### src/rtl/ram_rd_pkg.sv
`default_nettype none
// +-----------------------------------------------------------------------+
// | ram_rd_pkg : shared widths, FSM states and FIFO entry for ram_rd_stream |
// | Revision   : 1.0                                                       |
// +-----------------------------------------------------------------------+
package ram_rd_pkg;

  localparam int AW         = 8;
  localparam int DW         = 9;
  localparam int FIFO_DEPTH = 3;
  localparam int OCC_W      = $clog2(FIFO_DEPTH + 1);

  typedef enum logic [1:0] {
    IDLE  = 2'd0,
    READ  = 2'd1,
    DRAIN = 2'd2
  } state_t;

  typedef struct packed {
    logic          last;
    logic [DW-1:0] data;
  } fifo_entry_t;

  // A word whose 9 bits XOR to 1 is flagged as a parity error.
  function automatic logic odd_parity(input logic [DW-1:0] word);
    return ^word;
  endfunction

endpackage
`default_nettype wire

### src/rtl/ram_rd_stream_if.sv
`default_nettype none
// +-----------------------------------------------------------------------+
// | ram_rd_stream_if : command channel and output word stream             |
// | Revision         : 1.0                                                |
// +-----------------------------------------------------------------------+
interface ram_rd_stream_if #(
  parameter int AW = 8,
  parameter int DW = 9
);
  logic          cmd_valid;
  logic          cmd_ready;
  logic [AW-1:0] cmd_base;
  logic [AW:0]   cmd_len;
  logic          out_valid;
  logic          out_ready;
  logic [DW-1:0] out_data;
  logic          out_last;

  modport master (
    output cmd_valid, cmd_base, cmd_len, out_ready,
    input  cmd_ready, out_valid, out_data, out_last
  );

  modport slave (
    input  cmd_valid, cmd_base, cmd_len, out_ready,
    output cmd_ready, out_valid, out_data, out_last
  );
endinterface
`default_nettype wire

### src/rtl/ram_rd_fifo.sv
`default_nettype none
// +-----------------------------------------------------------------------+
// | ram_rd_fifo : small synchronous FIFO with occupancy output for credit |
// | Revision    : 1.0                                                     |
// +-----------------------------------------------------------------------+
module ram_rd_fifo #(
  parameter int DEPTH = 3,
  parameter int WIDTH = 10,
  parameter int OCC_W = $clog2(DEPTH + 1)
) (
  input  wire logic             clk,
  input  wire logic             rst_n,
  input  wire logic             i_push,
  input  wire logic [WIDTH-1:0] i_data,
  input  wire logic             i_pop,
  output logic      [WIDTH-1:0] o_data,
  output logic                  o_empty,
  output logic      [OCC_W-1:0] o_occ
);

  localparam int PTR_W = (DEPTH > 1) ? $clog2(DEPTH) : 1;
  localparam logic [PTR_W-1:0] c_last_ptr = PTR_W'(DEPTH - 1);
  localparam logic [OCC_W-1:0] c_full_occ = OCC_W'(DEPTH);

  logic [WIDTH-1:0] r_mem [DEPTH];
  logic [PTR_W-1:0] r_wr_ptr;
  logic [PTR_W-1:0] r_rd_ptr;
  logic [OCC_W-1:0] r_occ;
  logic             w_do_push;
  logic             w_do_pop;

  assign o_empty   = (r_occ == '0);
  assign o_occ     = r_occ;
  assign o_data    = r_mem[r_rd_ptr];
  assign w_do_pop  = i_pop && !o_empty;
  // A push into a full FIFO is only legal when the head leaves the same cycle.
  assign w_do_push = i_push && ((r_occ != c_full_occ) || w_do_pop);

  always_ff @(posedge clk or negedge rst_n) begin
    if (!rst_n) begin
      for (int i = 0; i < DEPTH; i++) begin
        r_mem[i] <= '0;
      end
      r_wr_ptr <= '0;
      r_rd_ptr <= '0;
      r_occ    <= '0;
    end else begin
      if (w_do_push) begin
        r_mem[r_wr_ptr] <= i_data;
        r_wr_ptr        <= (r_wr_ptr == c_last_ptr) ? '0 : r_wr_ptr + 1'b1;
      end
      if (w_do_pop) begin
        r_rd_ptr <= (r_rd_ptr == c_last_ptr) ? '0 : r_rd_ptr + 1'b1;
      end
      case ({w_do_push, w_do_pop})
        2'b10:   r_occ <= r_occ + 1'b1;
        2'b01:   r_occ <= r_occ - 1'b1;
        default: r_occ <= r_occ;
      endcase
    end
  end

endmodule
`default_nettype wire

### src/rtl/ram_rd_stream.sv
`default_nettype none
// +-----------------------------------------------------------------------+
// | ram_rd_stream : burst reader for a latency-1 RAM port, streamed out   |
// | Optional macro RAM_RD_STREAM_PARITY_EN builds the sticky par_err flag |
// | Revision      : 1.0                                                   |
// +-----------------------------------------------------------------------+
module ram_rd_stream
  import ram_rd_pkg::*;
(
  input  wire logic          r0clk,
  input  wire logic          r0rst_n,
  ram_rd_stream_if.slave     bus,
  output logic      [AW-1:0] r0addr,
  output logic               r0re,
  input  wire logic [DW-1:0] r0do,
  output logic               busy,
  output logic               par_err
);

  state_t          r_state;
  state_t          w_state_nxt;
  logic [AW-1:0]   r_addr;
  logic [AW:0]     r_remain;
  logic            r_inflight;
  logic            r_inflight_last;
  logic            w_load;
  logic            w_issue;
  logic            w_credit_ok;
  logic            w_pop;
  logic            w_empty;
  logic [OCC_W-1:0] w_occ;
  fifo_entry_t     w_push_entry;
  fifo_entry_t     w_head;

  // Credit counts the word still in flight from the RAM so the FIFO can never overflow.
  assign w_credit_ok = ({1'b0, w_occ} + {{OCC_W{1'b0}}, r_inflight}) < (OCC_W + 1)'(FIFO_DEPTH);
  assign w_pop       = bus.out_valid && bus.out_ready;

  always_ff @(posedge r0clk or negedge r0rst_n) begin
    if (!r0rst_n) begin
      r_state <= IDLE;
    end else begin
      r_state <= w_state_nxt;
    end
  end

  always_comb begin
    w_state_nxt = r_state;
    w_load      = 1'b0;
    w_issue     = 1'b0;
    case (r_state)
      IDLE: begin
        if (bus.cmd_valid && (bus.cmd_len != '0)) begin
          w_load      = 1'b1;
          w_state_nxt = READ;
        end
      end
      READ: begin
        if (w_credit_ok) begin
          w_issue = 1'b1;
          if (r_remain == (AW + 1)'(1)) begin
            w_state_nxt = DRAIN;
          end
        end
      end
      DRAIN: begin
        // Leave as the final word is handed over so busy drops on the next cycle.
        if (!r_inflight && (w_empty || ((w_occ == OCC_W'(1)) && w_pop))) begin
          w_state_nxt = IDLE;
        end
      end
      default: w_state_nxt = IDLE;
    endcase
  end

  always_ff @(posedge r0clk or negedge r0rst_n) begin
    if (!r0rst_n) begin
      r_addr          <= '0;
      r_remain        <= '0;
      r_inflight      <= 1'b0;
      r_inflight_last <= 1'b0;
    end else begin
      r_inflight      <= w_issue;
      r_inflight_last <= w_issue && (r_remain == (AW + 1)'(1));
      if (w_load) begin
        r_addr   <= bus.cmd_base;
        r_remain <= bus.cmd_len;
      end else if (w_issue) begin
        r_addr   <= r_addr + 1'b1;
        r_remain <= r_remain - 1'b1;
      end
    end
  end

  assign w_push_entry = '{last: r_inflight_last, data: r0do};

  ram_rd_fifo #(
    .DEPTH (FIFO_DEPTH),
    .WIDTH ($bits(fifo_entry_t)),
    .OCC_W (OCC_W)
  ) u_fifo (
    .clk     (r0clk),
    .rst_n   (r0rst_n),
    .i_push  (r_inflight),
    .i_data  (w_push_entry),
    .i_pop   (w_pop),
    .o_data  (w_head),
    .o_empty (w_empty),
    .o_occ   (w_occ)
  );

  assign r0addr        = r_addr;
  assign r0re          = w_issue;
  assign busy          = (r_state != IDLE);
  assign bus.cmd_ready = (r_state == IDLE);
  assign bus.out_valid = !w_empty;
  assign bus.out_data  = w_head.data;
  assign bus.out_last  = w_head.last;

`ifdef RAM_RD_STREAM_PARITY_EN
  logic r_par_err;

  always_ff @(posedge r0clk or negedge r0rst_n) begin
    if (!r0rst_n) begin
      r_par_err <= 1'b0;
    end else if (w_load) begin
      r_par_err <= 1'b0;
    end else if (r_inflight && odd_parity(r0do)) begin
      r_par_err <= 1'b1;
    end
  end

  assign par_err = r_par_err;
`else
  assign par_err = 1'b0;
`endif

endmodule
`default_nettype wire

### src/flat_wrapper.sv
// flat-port wrapper written by rule: the top's interface ports become plain ports
module ram_rd_stream_flat import ram_rd_pkg::*;
  (r0clk, r0rst_n, r0addr, r0re, r0do, busy, par_err, bus_cmd_valid, bus_cmd_base, bus_cmd_len, bus_out_ready, bus_cmd_ready, bus_out_valid, bus_out_data, bus_out_last);
  ram_rd_stream_if #(.AW(8), .DW(9)) bus_i ();
  input  wire logic r0clk;
  input  wire logic r0rst_n;
  output logic      [AW-1:0] r0addr;
  output logic r0re;
  input  wire logic [DW-1:0] r0do;
  output logic busy;
  output logic par_err;
  input wire logic [$bits(bus_i.cmd_valid)-1:0] bus_cmd_valid;
  input wire logic [$bits(bus_i.cmd_base)-1:0] bus_cmd_base;
  input wire logic [$bits(bus_i.cmd_len)-1:0] bus_cmd_len;
  input wire logic [$bits(bus_i.out_ready)-1:0] bus_out_ready;
  output wire logic [$bits(bus_i.cmd_ready)-1:0] bus_cmd_ready;
  output wire logic [$bits(bus_i.out_valid)-1:0] bus_out_valid;
  output wire logic [$bits(bus_i.out_data)-1:0] bus_out_data;
  output wire logic [$bits(bus_i.out_last)-1:0] bus_out_last;
  assign bus_i.cmd_valid = bus_cmd_valid;
  assign bus_i.cmd_base = bus_cmd_base;
  assign bus_i.cmd_len = bus_cmd_len;
  assign bus_i.out_ready = bus_out_ready;
  assign bus_cmd_ready = bus_i.cmd_ready;
  assign bus_out_valid = bus_i.out_valid;
  assign bus_out_data = bus_i.out_data;
  assign bus_out_last = bus_i.out_last;
  ram_rd_stream u_core (.r0clk(r0clk), .r0rst_n(r0rst_n), .bus(bus_i), .r0addr(r0addr), .r0re(r0re), .r0do(r0do), .busy(busy), .par_err(par_err));
endmodule
### config.mk
export PLATFORM = sky130hd
export DESIGN_NAME = ram_rd_stream_flat
export DESIGN_NICKNAME = d
export VERILOG_FILES = /design/src/rtl/ram_rd_pkg.sv /design/src/rtl/ram_rd_stream_if.sv /design/src/rtl/ram_rd_fifo.sv /design/src/rtl/ram_rd_stream.sv /design/src/flat_wrapper.sv
export SDC_FILE = /design/constraint.sdc
export NUM_CORES = 1
export LEC_CHECK = 0
export ABC_AREA = 1
export BUFFER_PORTS_ARGS = -buffer_cell sky130_fd_sc_hd__buf_4
export CELL_PAD_IN_SITES_DETAIL_PLACEMENT = 1
export CELL_PAD_IN_SITES_GLOBAL_PLACEMENT = 1
export CORE_ASPECT_RATIO = 1.5
export CORE_MARGIN = 4
export CORE_UTILIZATION = 37
export CTS_CLUSTER_DIAMETER = 200
export CTS_CLUSTER_SIZE = 25
export DETAILED_ROUTE_END_ITERATION = 10
export GPL_ROUTABILITY_DRIVEN = 0
export HOLD_SLACK_MARGIN = 0.02
export PLACE_DENSITY = 0.86
export SLEW_MARGIN = 40
export SYNTH_ARGS = -nofsm -noshare
export SYNTH_HDL_FRONTEND = slang
export SYNTH_SLANG_ARGS = --single-unit
### constraint.sdc
create_clock -name r0clk -period 1.7 [get_ports r0clk]
set_input_delay 0.17 -clock r0clk [delete_from_list [all_inputs] [get_ports r0clk]]
set_output_delay 0.17 -clock r0clk [all_outputs]
set_load 0.03 [all_outputs]
==> results of run 1 <==
[timing repair]
item | CTS | global route
gates resized for setup | 24 | 64
endpoints found under the setup margin | 51 | 64
hold endpoints to repair | 57 | 0
gates cloned | 2 | 4
pin swaps | 6 | 14
hold buffers | 1 | 0
buffers inserted | 5 | 11
[power by group through the flow]
stage               Clock [mW]  Combinational [mW]  Sequential (mW)
detailed placement           0                4.32             2.38
floorplan                    0                2.75             2.43
CTS                       1.80                5.09             2.40
global route              1.88                6.69             2.53
global placement             0                4.09             2.33
finish                    1.79                6.18             2.48
[worst max path at each step]
| stage | from | to | slack [ns] |
|---|---|---|---|
| 6_report | u_core.u_fifo.o_occ[0] | u_core.u_fifo.r_mem[15] | -0.16 |
| 5_1_grt | u_core.u_fifo.o_occ[0] | u_core.u_fifo.r_mem[15] | -0.26 |
| 4_1_cts | u_core.u_fifo.o_occ[0] | r0re | -0.13 |
| 3_5_place_dp | u_core.u_fifo.o_occ[0] | u_core.u_fifo.o_occ[1] | -0.12 |
| 3_3_place_gp | u_core.u_fifo.o_occ[0] | u_core.r_remain[4] | -0.04 |
| 2_1_floorplan | u_core.u_fifo.o_occ[0] | u_core.u_fifo.o_occ[1] | 0.002 |
[cells in the mapped netlist]
cell,n,area [um^2]
sky130_fd_sc_hd__a21oi_1,2,10.0
sky130_fd_sc_hd__a21oi_2,1,8.76
sky130_fd_sc_hd__a22oi_1,9,67.6
sky130_fd_sc_hd__buf_2,9,45.0
sky130_fd_sc_hd__buf_4,1,7.51
sky130_fd_sc_hd__buf_6,2,22.5
sky130_fd_sc_hd__clkbuf_1,2,7.51
sky130_fd_sc_hd__conb_1,1,3.75
sky130_fd_sc_hd__dfrtp_1,57,1430
sky130_fd_sc_hd__ha_1,9,113
sky130_fd_sc_hd__inv_1,44,165
sky130_fd_sc_hd__inv_2,4,15.0
sky130_fd_sc_hd__nand2_1,92,345
sky130_fd_sc_hd__nand2_2,1,6.26
sky130_fd_sc_hd__nand3_1,40,200
sky130_fd_sc_hd__nand3b_1,2,15.0
sky130_fd_sc_hd__nand4_1,4,25.0
sky130_fd_sc_hd__nor2_1,21,78.8
sky130_fd_sc_hd__nor2_2,2,12.5
sky130_fd_sc_hd__nor2_8,1,20.0
sky130_fd_sc_hd__nor3_1,1,5.00
sky130_fd_sc_hd__o211ai_1,1,7.51
sky130_fd_sc_hd__o21ai_0,6,30.0
sky130_fd_sc_hd__o21ai_1,37,185
sky130_fd_sc_hd__o21bai_1,1,7.51
sky130_fd_sc_hd__or2_0,2,12.5
sky130_fd_sc_hd__or2_1,1,6.26
sky130_fd_sc_hd__xnor2_1,3,26.3
sky130_fd_sc_hd__xor2_1,3,26.3
[metal layers]
layer,vias to the layer above,part of all wire (%),global-route usage [%]
met2,79,57,38.6
met3,24,4.1,4.01
li1,1330,-,-
met5,-,0,0
met1,1395,36,21.2
met4,0,3.1,8.68
[tightest hold or removal path, delay by kind of cell]
kind                   cells  cell delay (ns)
AO/OA/AOI/OAI              1             0.06
buffers and inverters      2             0.12
[sequential cells by signal, indices dropped and copies added (netlist names)]
register / flops
u_core.u_fifo.r_wr_ptr: 2
u_core.r0addr: 8
u_core.r_inflight: 1
u_core.r_inflight_last: 1
u_core.u_fifo.o_occ: 2
u_core.r_state: 2
u_core.r_remain: 9
u_core.u_fifo.r_rd_ptr: 2
u_core.u_fifo.r_mem: 30
[stage by stage]
step                      setup slack, ns  total power [mW]
after floorplan                   0.00160              5.18
after global placement            -0.0363              6.43
after detailed placement           -0.124              6.70
after CTS                          -0.127              9.29
after global routing               -0.257              11.1
final                              -0.156              10.5
[placed cells by master, fill, tap and decap left out, types with 2 or more instances in the layout]
cell                        instances
sky130_fd_sc_hd__or2_0              2
sky130_fd_sc_hd__xor2_1             3
sky130_fd_sc_hd__nand3_2            8
sky130_fd_sc_hd__clkinv_2           4
sky130_fd_sc_hd__nor2_1            14
sky130_fd_sc_hd__xnor2_2            3
sky130_fd_sc_hd__dfrtp_2            2
sky130_fd_sc_hd__nand3_1           30
sky130_fd_sc_hd__a22oi_2            2
sky130_fd_sc_hd__ha_1               4
sky130_fd_sc_hd__inv_2              7
sky130_fd_sc_hd__nand4_1            4
sky130_fd_sc_hd__nand2_1           84
sky130_fd_sc_hd__buf_12             2
sky130_fd_sc_hd__nor2_4             3
sky130_fd_sc_hd__dfrtp_1           55
sky130_fd_sc_hd__nand3_4            2
sky130_fd_sc_hd__nand2_2            4
sky130_fd_sc_hd__buf_6             16
sky130_fd_sc_hd__inv_1             40
sky130_fd_sc_hd__o21ai_2            9
sky130_fd_sc_hd__nand2_4            5
sky130_fd_sc_hd__o21ai_0            5
sky130_fd_sc_hd__a22oi_1            7
sky130_fd_sc_hd__buf_4             67
sky130_fd_sc_hd__o21ai_1           29
sky130_fd_sc_hd__ha_4               4
sky130_fd_sc_hd__nand3b_1           2
sky130_fd_sc_hd__nor2_2             6
sky130_fd_sc_hd__clkbuf_16         11
[kinds of logic (layout without fill, tap and decap cells)]
logic type | count (synthesis) | after routing
adders and majority gates | 9 | 9
and+or+nand+nor | 167 | 167
buffers and inverters | 62 | 153
xor gates and xnor gates | 6 | 6
DFF | 57 | 57
other | 1 | 1
AOI/OAI and AO/OA | 57 | 57
[cell type report]
cell class / count / area, um^2 / share of cell area, %
clock inverter: 6 / 57.6 / 1.34
timing repair buffer: 89 / 788 / 18.3
clock buffer: 10 / 239 / 5.55
tap: 102 / 128 / 2.96
multi-input combinational: 240 / 1490 / 34.5
sequential: 57 / 1430 / 33.2
inverter: 48 / 183 / 4.24
==> flow_metrics.py, run 1 <==
metrics = {
    "outcome": {
        "result_of_the_run": "complete, but fails checks",
        "violated_checks": "setup timing",
    },
    "min_path": {
        "depth_of_the_worst_hold_timing_path": 3,
        "holdPathEnd": "u_core.r0addr[0]",
        "min-delay-path-class": "in2reg",
        "hp-start": "bus_cmd_base[0]",
    },
    "power_and_ir_drop": {
        "power.leakage_nw": 2.15,
        "p_int_mw": 5.86,
        "seq_power_share_pct": 23.7,
        "clock_power_share_pct": 17.2,
        "power.net_switching_mw": 4.59,
        "worst_ir_drop_vdd_v": 0.00128,
        "power_density_nw_per_um2": 2430,
        "share_comb_of_total_power_pct": 59.1,
        "sw_frac_of_total_pct": 43.9,
    },
    "synth": {
        "post_synth.cell_area_avg_um2": 8.08,
        "post_synthesis_compound_gate_area_fraction_pct": 10.9,
        "synth.area.mux_share_pct": 0,
        "synthSimpleGateAreaFrac_pct": 25.1,
        "synth.yosys.warnings": 0,
        "syn_nets": 398,
        "synth-adder-area-share_pct": 3.88,
        "synthCells": 359,
        "syn_area_um2": 2900,
        "yosys.area_share.xor_xnor_pct": 1.81,
        "main_combinational_cell_family_by_area_after_synthesis": "simple AND/OR/NAND/NOR gates",
        "synth.ff_latch_count": 57,
        "yosysUniqueCellTypes": 29,
        "ys_seq_area_share_pct": 49.2,
    },
    "critical_path": {
        "rrSetupSlack_ns": -0.16,
        "critical_path_required_ns": 1.91,
        "path_max_fanout": 10,
        "crit-reg2reg-launch": "u_core.u_fifo.o_occ[0]",
        "path_depth": 12,
        "worstSetupPathType": "reg2reg",
        "timing.critical_path.max_delay_family": "buffers and inverters",
        "timing.rr.end": "u_core.u_fifo.r_mem[15]",
        "arrival_ns": 2.06,
        "crit_path_start_kind": "flop",
        "endpoint_kind": "flop",
        "r2r_cells": 12,
        "worstPathCellList": "buf_4 -> buf_6 -> inv_2 -> ha_4 -> inv_2 -> nand2_4 -> a21oi_4 -> buf_6 -> nand3_4 -> clkbuf_16 -> nand2_1 -> o21ai_1",
        "critPathBufInv": 6,
        "crit_slowest_cell": "sky130_fd_sc_hd__dfrtp_1",
        "largest_stage_delay_on_the_critical_path_ns": 0.39,
    },
    "final_layout": {
        "final-instance-count-excl-fill": 552,
        "antennaDiodeCount": 0,
        "fill_count": 903,
        "layout.cell_area.non_filler_um2": 4310,
        "layout-drive-gt1-share_pct": 36.4,
        "layout-area-overhead-vs-synth_pct": 48.5,
        "final_net_count": 484,
        "final_core_util_pct": 56.6,
    },
    "placement": {
        "dp.final_hpwl_um": 5560,
        "number_of_i_o_port_buffers": 51,
        "placedCellCount": 514,
        "placed_area_um2": 3470,
    },
    "timing": {
        "fin_hold_ws_ns": 0.0555,
        "final.setup.worst_slack_ns": -0.156,
        "grt_setup_unrepaired": "true",
        "setup_viol": 50,
        "fin_crit_ns": 1.86,
        "worstMarginPinSlew_ns": 0.751,
        "timing.final.crit_share_pct": 109,
        "final_max_slew_viol_count": 0,
        "maximum_operating_frequency_mhz": 539,
        "max-slew-margin-rel_pct": 49.9,
        "final_hold_viol_count": 0,
        "fin_tns_setup_ns": -4.23,
        "timing.clock.skew_ns": 0.00778,
    },
    "clocking": {
        "root_buffer": "sky130_fd_sc_hd__clkbuf_16",
        "ctsLongestPathBuffers": 2,
        "path_clk_slew_ns": 0.05,
        "clock_tree.htree_level_count": 3,
        "tritoncts.num_buffers": 9,
        "insertion_delay_ns": 0.32,
        "cts_num_sinks": 57,
        "clock_tree_from_tritoncts": "built",
    },
    "drt": {
        "drc_errors": 0,
        "wire_per_inst_um": 18.0,
        "postRouteAntennaNets": 0,
        "avgViaCountPerCell": 5.12,
        "postRouteWirelength_um": 9920,
        "routed-via-count": 2828,
        "detailedRoute.firstIterationViolations": 133,
        "drt-pass1-iter-count": 4,
    },
    "floorplanning": {
        "chipWidth_um": 80.3,
        "start_util_pct": 38.1,
        "fp.dieArea_um2": 9350,
        "design.portCount": 53,
        "placementRows": 39,
        "die_y_um": 116,
        "core-area_um2": 7610,
    },
    "global_route": {
        "grt_start_max_net_pins": 58,
        "grt_pass1_vias": 3031,
        "grt_antenna_before_repair": 0,
        "global_route.overflow_total": 0,
        "wire_length_of_the_first_global_routing_pass_um": 14400,
        "grt_util_all_layers_pct": 20.3,
    },
    "flow_run": {
        "cap_viol_max_count": 0,
    },
}
(Power assumes the default switching activity.)
==> inputs of run 2 (changes only) <==
- REMOVE_ABC_BUFFERS: default -> 1
- SKIP_CTS_REPAIR_TIMING: default -> 1
- SYNTH_HIERARCHICAL: default -> 1
==> run 2 against run 1 <==
The flow still finishes with violations (setup timing). Register-to-register slack improved by 0.13 ns. First-iteration DRC count is 37% lower. Sequential power about the same. Clock power grew 12%. Clock skew decreased by 0.0045 ns.
==> flow_metrics.py, run 2 <==
metrics = {
    "floorplanning": {
        "core-area_um2": 8460,
        "design.portCount": 53,
        "start_util_pct": 37.9,
        "fp.dieArea_um2": 10300,
        "chipWidth_um": 84.0,
        "placementRows": 41,
        "die_y_um": 122,
    },
    "global_route": {
        "global_route.overflow_total": 0,
        "grt_util_all_layers_pct": 19.5,
        "grt_antenna_before_repair": 0,
        "grt_start_max_net_pins": 58,
        "wire_length_of_the_first_global_routing_pass_um": 15800,
        "grt_pass1_vias": 3349,
    },
    "synth": {
        "ys_seq_area_share_pct": 44.4,
        "synth_enable_flop_cells": 0,
        "synthCells": 423,
        "main_combinational_cell_family_by_area_after_synthesis": "simple AND/OR/NAND/NOR gates",
        "synth_async_sr_flop_share_pct": 100,
        "synth.area.mux_share_pct": 0,
        "post_synth.cell_area_avg_um2": 7.59,
        "yosysTopAreaCell": "sky130_fd_sc_hd__dfrtp_1",
        "synthSimpleGateAreaFrac_pct": 40.5,
        "synth.ff_latch_count": 57,
        "yosysTopAreaCellShare_pct": 44.4,
        "yosys-top-cells-count": "sky130_fd_sc_hd__nand2_1 (157), sky130_fd_sc_hd__dfrtp_1 (57), sky130_fd_sc_hd__nand3_1 (46)",
        "syn_area_um2": 3210,
        "synth_top_flop_cell": "sky130_fd_sc_hd__dfrtp_1",
        "yosysUniqueCellTypes": 30,
        "post_synthesis_compound_gate_area_fraction_pct": 2.53,
        "synth-adder-area-share_pct": 2.34,
        "yosys.area_share.xor_xnor_pct": 0.819,
        "synth.most_common_cell": "sky130_fd_sc_hd__nand2_1",
        "synth.yosys.warnings": 6,
        "largest_cells_by_area_after_synthesis": "sky130_fd_sc_hd__dfrtp_1 (44%), sky130_fd_sc_hd__nand2_1 (18%), sky130_fd_sc_hd__nand3_1 (7.2%)",
    },
    "critical_path": {
        "critical_path_required_ns": 1.53,
        "crit_slowest_cell": "sky130_fd_sc_hd__dfrtp_1",
        "worstPathCellList": "ha_2 -> ha_4 -> nand2_4 -> nand2_4 -> nor2_4 -> buf_12 -> buf_8",
        "worstSetupPathType": "reg2out",
        "critPathBufInv": 2,
        "path_max_fanout": 6,
        "arrival_ns": 1.70,
        "largest_stage_delay_on_the_critical_path_ns": 0.38,
        "crit_path_start_kind": "flop",
        "timing.critical_path.max_delay_family": "adder cells",
        "endpoint_kind": "output pin",
        "critical-path-top-cell-by-count": "sky130_fd_sc_hd__nand2_4",
        "rrSetupSlack_ns": -0.03,
    },
    "drt": {
        "postRouteAntennaNets": 0,
        "postRouteWirelength_um": 9810,
        "wire_per_inst_um": 16.2,
        "routed-via-count": 3157,
        "avgViaCountPerCell": 5.23,
        "drc_errors": 0,
        "route.layer.met1.wl_um": 3660,
        "met2RoutedLength_um": 5550,
        "drt-pass1-iter-count": 6,
        "dr_wl_met3_um": 385,
        "highest_layer": "met4",
        "detailedRoute.firstIterationViolations": 84,
    },
    "power_and_ir_drop": {
        "p_int_mw": 5.72,
        "power.net_switching_mw": 4.64,
        "clock_power_share_pct": 19.3,
        "share_comb_of_total_power_pct": 57.0,
        "power_density_nw_per_um2": 2440,
        "seq_power_share_pct": 23.7,
        "worst_ir_drop_vdd_v": 0.00141,
        "sw_frac_of_total_pct": 44.8,
        "power.leakage_nw": 2.21,
    },
    "placement": {
        "dp.final_hpwl_um": 6540,
        "number_of_i_o_port_buffers": 51,
        "placedCellCount": 579,
        "placement.setup.worst_slack_ns": -0.0829,
    },
    "timing": {
        "final.setup.worst_slack_ns": -0.168,
        "grt_setup_unrepaired": "true",
        "max-slew-margin-rel_pct": 63.7,
        "maximum_operating_frequency_mhz": 535,
        "fin_crit_ns": 1.87,
        "fin_hold_ws_ns": 0.0426,
        "setup_viol": 2,
        "final_max_slew_viol_count": 0,
        "worstMarginPinSlew_ns": 0.545,
        "timing.clock.skew_ns": 0.00324,
        "timing.final.crit_share_pct": 110,
        "final_hold_viol_count": 0,
    },
    "final_layout": {
        "final_common_cell": "sky130_fd_sc_hd__nand2_1",
        "final-instance-count-excl-fill": 604,
        "antennaDiodeCount": 0,
        "final_core_util_pct": 50.1,
        "max_flop_register": "u_core/u_fifo/r_mem",
        "final_net_count": 528,
        "layout-area-overhead-vs-synth_pct": 32.2,
        "largest_register_ff_count": 30,
        "fill_count": 1028,
        "layout.cells.most_common_list": "sky130_fd_sc_hd__nand2_1 (154), sky130_fd_sc_hd__buf_4 (68), sky130_fd_sc_hd__dfrtp_1 (57)",
        "layout-drive-gt1-share_pct": 24.9,
    },
    "clocking": {
        "root_buffer": "sky130_fd_sc_hd__clkbuf_16",
        "insertion_delay_ns": 0.33,
        "cts_num_sinks": 57,
        "clock_tree.htree_level_count": 3,
        "path_clk_slew_ns": 0.05,
        "ctsLongestPathBuffers": 2,
        "tritoncts.num_buffers": 9,
        "clock_tree_from_tritoncts": "built",
    },
    "min_path": {
        "min-delay-path-class": "in2reg",
    },
    "outcome": {
        "result_of_the_run": "complete, but fails checks",
        "violated_checks": "setup timing",
    },
    "flow_run": {
        "cap_viol_max_count": 0,
    },
}
[run 2: cell count changes after synthesis, sizes merged, moves of 12 or more]
| cell | delta |
|---|---|
| o21ai | -31 |
| nand3 | +12 |
| nand2 | +65 |
| nand4 | +29 |
[run 2: cell families after synthesis]
group	count (synthesis)
xor+xnor	3
other cells	1
fa+ha+maj	6
buf+inv	59
flops	57
compound gates	15
simple gates	282
[run 2: area by class of cell]
type / instances / area, um^2 / share of cell area (%)
flip-flops and latches: 57 / 1430 / 33.6
multi-input cells: 307 / 1560 / 36.9
inverters: 39 / 149 / 3.51
clock buffers: 11 / 253 / 5.96
repair buffers: 78 / 638 / 15.0
well taps: 107 / 134 / 3.16
clock inverters: 5 / 77.6 / 1.83
[run 2: power groups by stage]
stage / registers, mW / clock network (mW) / logic [mW]
after global routing: 2.54 / 2.11 / 6.49
final: 2.45 / 2.00 / 5.91
after global placement: 2.42 / 0 / 4.90
after floorplan: 2.63 / 0 / 2.89
after CTS: 2.44 / 2.03 / 5.18
after detailed placement: 2.45 / 0 / 5.11
[run 2: tightest hold or removal path, cell delays in order]
cell and delay [ns]:
sky130_fd_sc_hd__buf_4 0.08, sky130_fd_sc_hd__nand2_1 0.04, sky130_fd_sc_hd__nand2_1 0.05
[run 2: path summary, 6_finish.rpt]
path,startpoint,end,depth (start not counted)
max reg2reg,u_core/u_fifo/o_occ[0],u_core/r0addr[5],10
min,bus_cmd_base[5],u_core/r0addr[5],3
min in group asynchronous,r0rst_n,u_core/r_state[0],2
max,u_core/u_fifo/o_occ[0],r0re,7
max in group asynchronous,r0rst_n,u_core/r_remain[5],2
min reg2reg,u_core/u_fifo/r_mem[13],u_core/u_fifo/r_mem[13],2
[run 2: per-stage QoR]
stage	cell area [um^2]	TNS, ns	power, mW
floorplan	3060	-9.54	5.52
global route	4240	-1.04	11.1
detailed placement	3720	-0.756	7.56
global placement	3720	0	7.32
finish	4240	-0.197	10.4
CTS	4060	-2.33	9.65
[run 2: layer usage]
metal,up-vias,global-route usage [%]
li1,1505,-
met1,1553,20.4
met2,79,37.3
met3,20,5.01
met4,0,6.94
met5,-,0
==> inputs of run 3 (changes only) <==
- REMOVE_ABC_BUFFERS: 1 -> default
==> run 3 against run 2 <==
The run still ends with setup timing left. Critical path depth unchanged. Power is 3.6% lower. Sequential cell count stayed put. Utilization shrank 0.68 points. Global-route usage fell by 0.77 points. Critical path type unchanged.
==> flow_metrics.py, run 3 (same netlist as run 2, synthesis figures left out) <==
metrics = {
    "timing": {
        "fin_tns_setup_ns": -0.130,
        "grt_setup_unrepaired": "true",
        "timing.final.crit_share_pct": 106,
        "timing.clock.skew_ns": 0.00444,
        "final.setup.worst_slack_ns": -0.107,
        "final_hold_viol_count": 0,
        "maximum_operating_frequency_mhz": 553,
        "fin_hold_ws_ns": 0.0529,
        "final_max_slew_viol_count": 0,
        "setup_viol": 3,
        "fin_crit_ns": 1.81,
    },
    "drt": {
        "postRouteAntennaNets": 0,
        "drc_errors": 0,
        "detailedRoute.firstIterationViolations": 170,
        "avgViaCountPerCell": 5.22,
        "routed-via-count": 3138,
        "postRouteWirelength_um": 9930,
        "wire_per_inst_um": 16.5,
        "drt-pass1-iter-count": 4,
    },
    "clocking": {
        "insertion_delay_ns": 0.32,
        "clock_tree.htree_level_count": 3,
        "cts_num_sinks": 57,
        "root_buffer": "sky130_fd_sc_hd__clkbuf_16",
        "tritoncts.num_buffers": 9,
        "clock_tree_from_tritoncts": "built",
        "ctsLongestPathBuffers": 2,
        "path_clk_slew_ns": 0.05,
    },
    "critical_path": {
        "crit-reg2reg-launch": "u_core/u_fifo/o_occ[0]",
        "arrival_ns": 1.64,
        "r2r_cells": 9,
        "worstSetupPathType": "reg2out",
        "rrSetupSlack_ns": -0.02,
        "endpoint_kind": "output pin",
        "crit_path_start_kind": "flop",
        "timing.rr.end": "u_core/u_fifo/o_occ[1]",
        "critical_path_required_ns": 1.53,
        "path_max_fanout": 7,
    },
    "global_route": {
        "wire_length_of_the_first_global_routing_pass_um": 15400,
        "global_route.overflow_total": 0,
        "grt_util_all_layers_pct": 18.8,
        "grt_start_max_net_pins": 36,
        "grt_pass1_vias": 3361,
        "grt_antenna_before_repair": 0,
    },
    "min_path": {
        "holdPathEnd": "u_core/r0addr[5]",
        "min-delay-path-class": "in2reg",
        "depth_of_the_worst_hold_timing_path": 3,
        "hp-start": "bus_cmd_base[5]",
    },
    "final_layout": {
        "largest_register_ff_count": 30,
        "final_core_util_pct": 49.4,
        "layout-area-overhead-vs-synth_pct": 30.4,
        "final_net_count": 525,
        "layout.cells.most_common_list": "sky130_fd_sc_hd__nand2_1 (155), sky130_fd_sc_hd__buf_4 (64), sky130_fd_sc_hd__dfrtp_1 (54)",
        "final_common_cell": "sky130_fd_sc_hd__nand2_1",
        "antennaDiodeCount": 0,
        "layout-drive-gt1-share_pct": 25.3,
        "final-instance-count-excl-fill": 601,
        "fill_count": 1074,
        "max_flop_register": "u_core/u_fifo/r_mem",
        "layout.cell_area.non_filler_um2": 4180,
    },
    "floorplanning": {
        "fp.dieArea_um2": 10300,
        "design.portCount": 53,
        "placementRows": 41,
        "die_y_um": 122,
        "start_util_pct": 37.9,
        "core-area_um2": 8460,
        "chipWidth_um": 84.0,
    },
    "placement": {
        "dp.final_hpwl_um": 6650,
        "placedCellCount": 573,
        "number_of_i_o_port_buffers": 51,
        "placed_area_um2": 3740,
    },
    "outcome": {
        "result_of_the_run": "complete, but fails checks",
        "violated_checks": "setup timing",
    },
    "power_and_ir_drop": {
        "worst_ir_drop_vdd_v": 0.000988,
        "power.leakage_nw": 2.16,
        "power_density_nw_per_um2": 2390,
    },
    "flow_run": {
        "cap_viol_max_count": 0,
    },
    "synth": {
        "syn_nets": 459,
    },
}
==> run 3: cell count changes in the layout (fill, tap and decap cells not counted), sizes merged <==
cell      before  now
bufinv         2    0
clkinv         2    4
nor2          33   34
buf           77   72
clkinvlp       1    2
==> run 3: how the worst max path moves through the flow <==
stage	startpoint	end	slack [ns]	cells after the start
finish	u_core/u_fifo/o_occ[0]	r0re	-0.11	7
global route	u_core/u_fifo/o_occ[0]	r0re	-0.16	7
CTS	u_core/u_fifo/o_occ[0]	r0re	-0.31	7
detailed placement	u_core/u_fifo/o_occ[1]	u_core/u_fifo/r_mem[19]	-0.19	8
global placement	u_core/u_fifo/o_occ[1]	u_core/u_fifo/r_mem[11]	-0.06	8
floorplan	u_core/u_fifo/o_occ[0]	u_core/r_remain[7]	0.03	9
==> run 3: worst max-delay path: stages (launching register included) <==
cell and delay (ns):
sky130_fd_sc_hd__dfrtp_2 0.43, sky130_fd_sc_hd__ha_4 0.17, sky130_fd_sc_hd__ha_4 0.21, sky130_fd_sc_hd__nand2_4 0.06, sky130_fd_sc_hd__nand2_4 0.05, sky130_fd_sc_hd__nor2_4 0.13
sky130_fd_sc_hd__buf_12 0.14, sky130_fd_sc_hd__buf_8 0.12
==> run 3: metal layers <==
layer / track usage [%] / vias to the layer above / wire (um) / share of wire (%)
li1: - / 1499 / - / -
met1: 20.1 / 1517 / 3720 / 37
met2: 36.0 / 96 / 5460 / 55
met3: 2.84 / 26 / 419 / 4.2
met4: 7.95 / 0 / 333 / 3.4
met5: 0 / - / 0 / 0
==> run 3: metrics by stage <==
| step | power [mW] | setup WS, ns |
|---|---|---|
| 6_report | 9.99 | -0.107 |
| 5_1_grt | 10.8 | -0.162 |
| 4_1_cts | 9.29 | -0.314 |
| 3_5_place_dp | 7.62 | -0.193 |
| 3_3_place_gp | 7.34 | -0.0561 |
| 2_1_floorplan | 5.96 | 0.0276 |
==> run 3: final cells by class <==
type	count	area [um^2]	area share, %
timing repair buffer	74	622	14.9
clock inverter	6	35.0	0.837
clock buffer	10	229	5.47
tap	107	134	3.20
inverter	39	149	3.56
multi-input combinational	308	1590	37.9
sequential	57	1430	34.2
==> run 3: where the power goes <==
group / internal, mW / switching (mW)
combinational: 2.34 / 3.52
clock: 0.973 / 0.615
sequential: 2.00 / 0.549
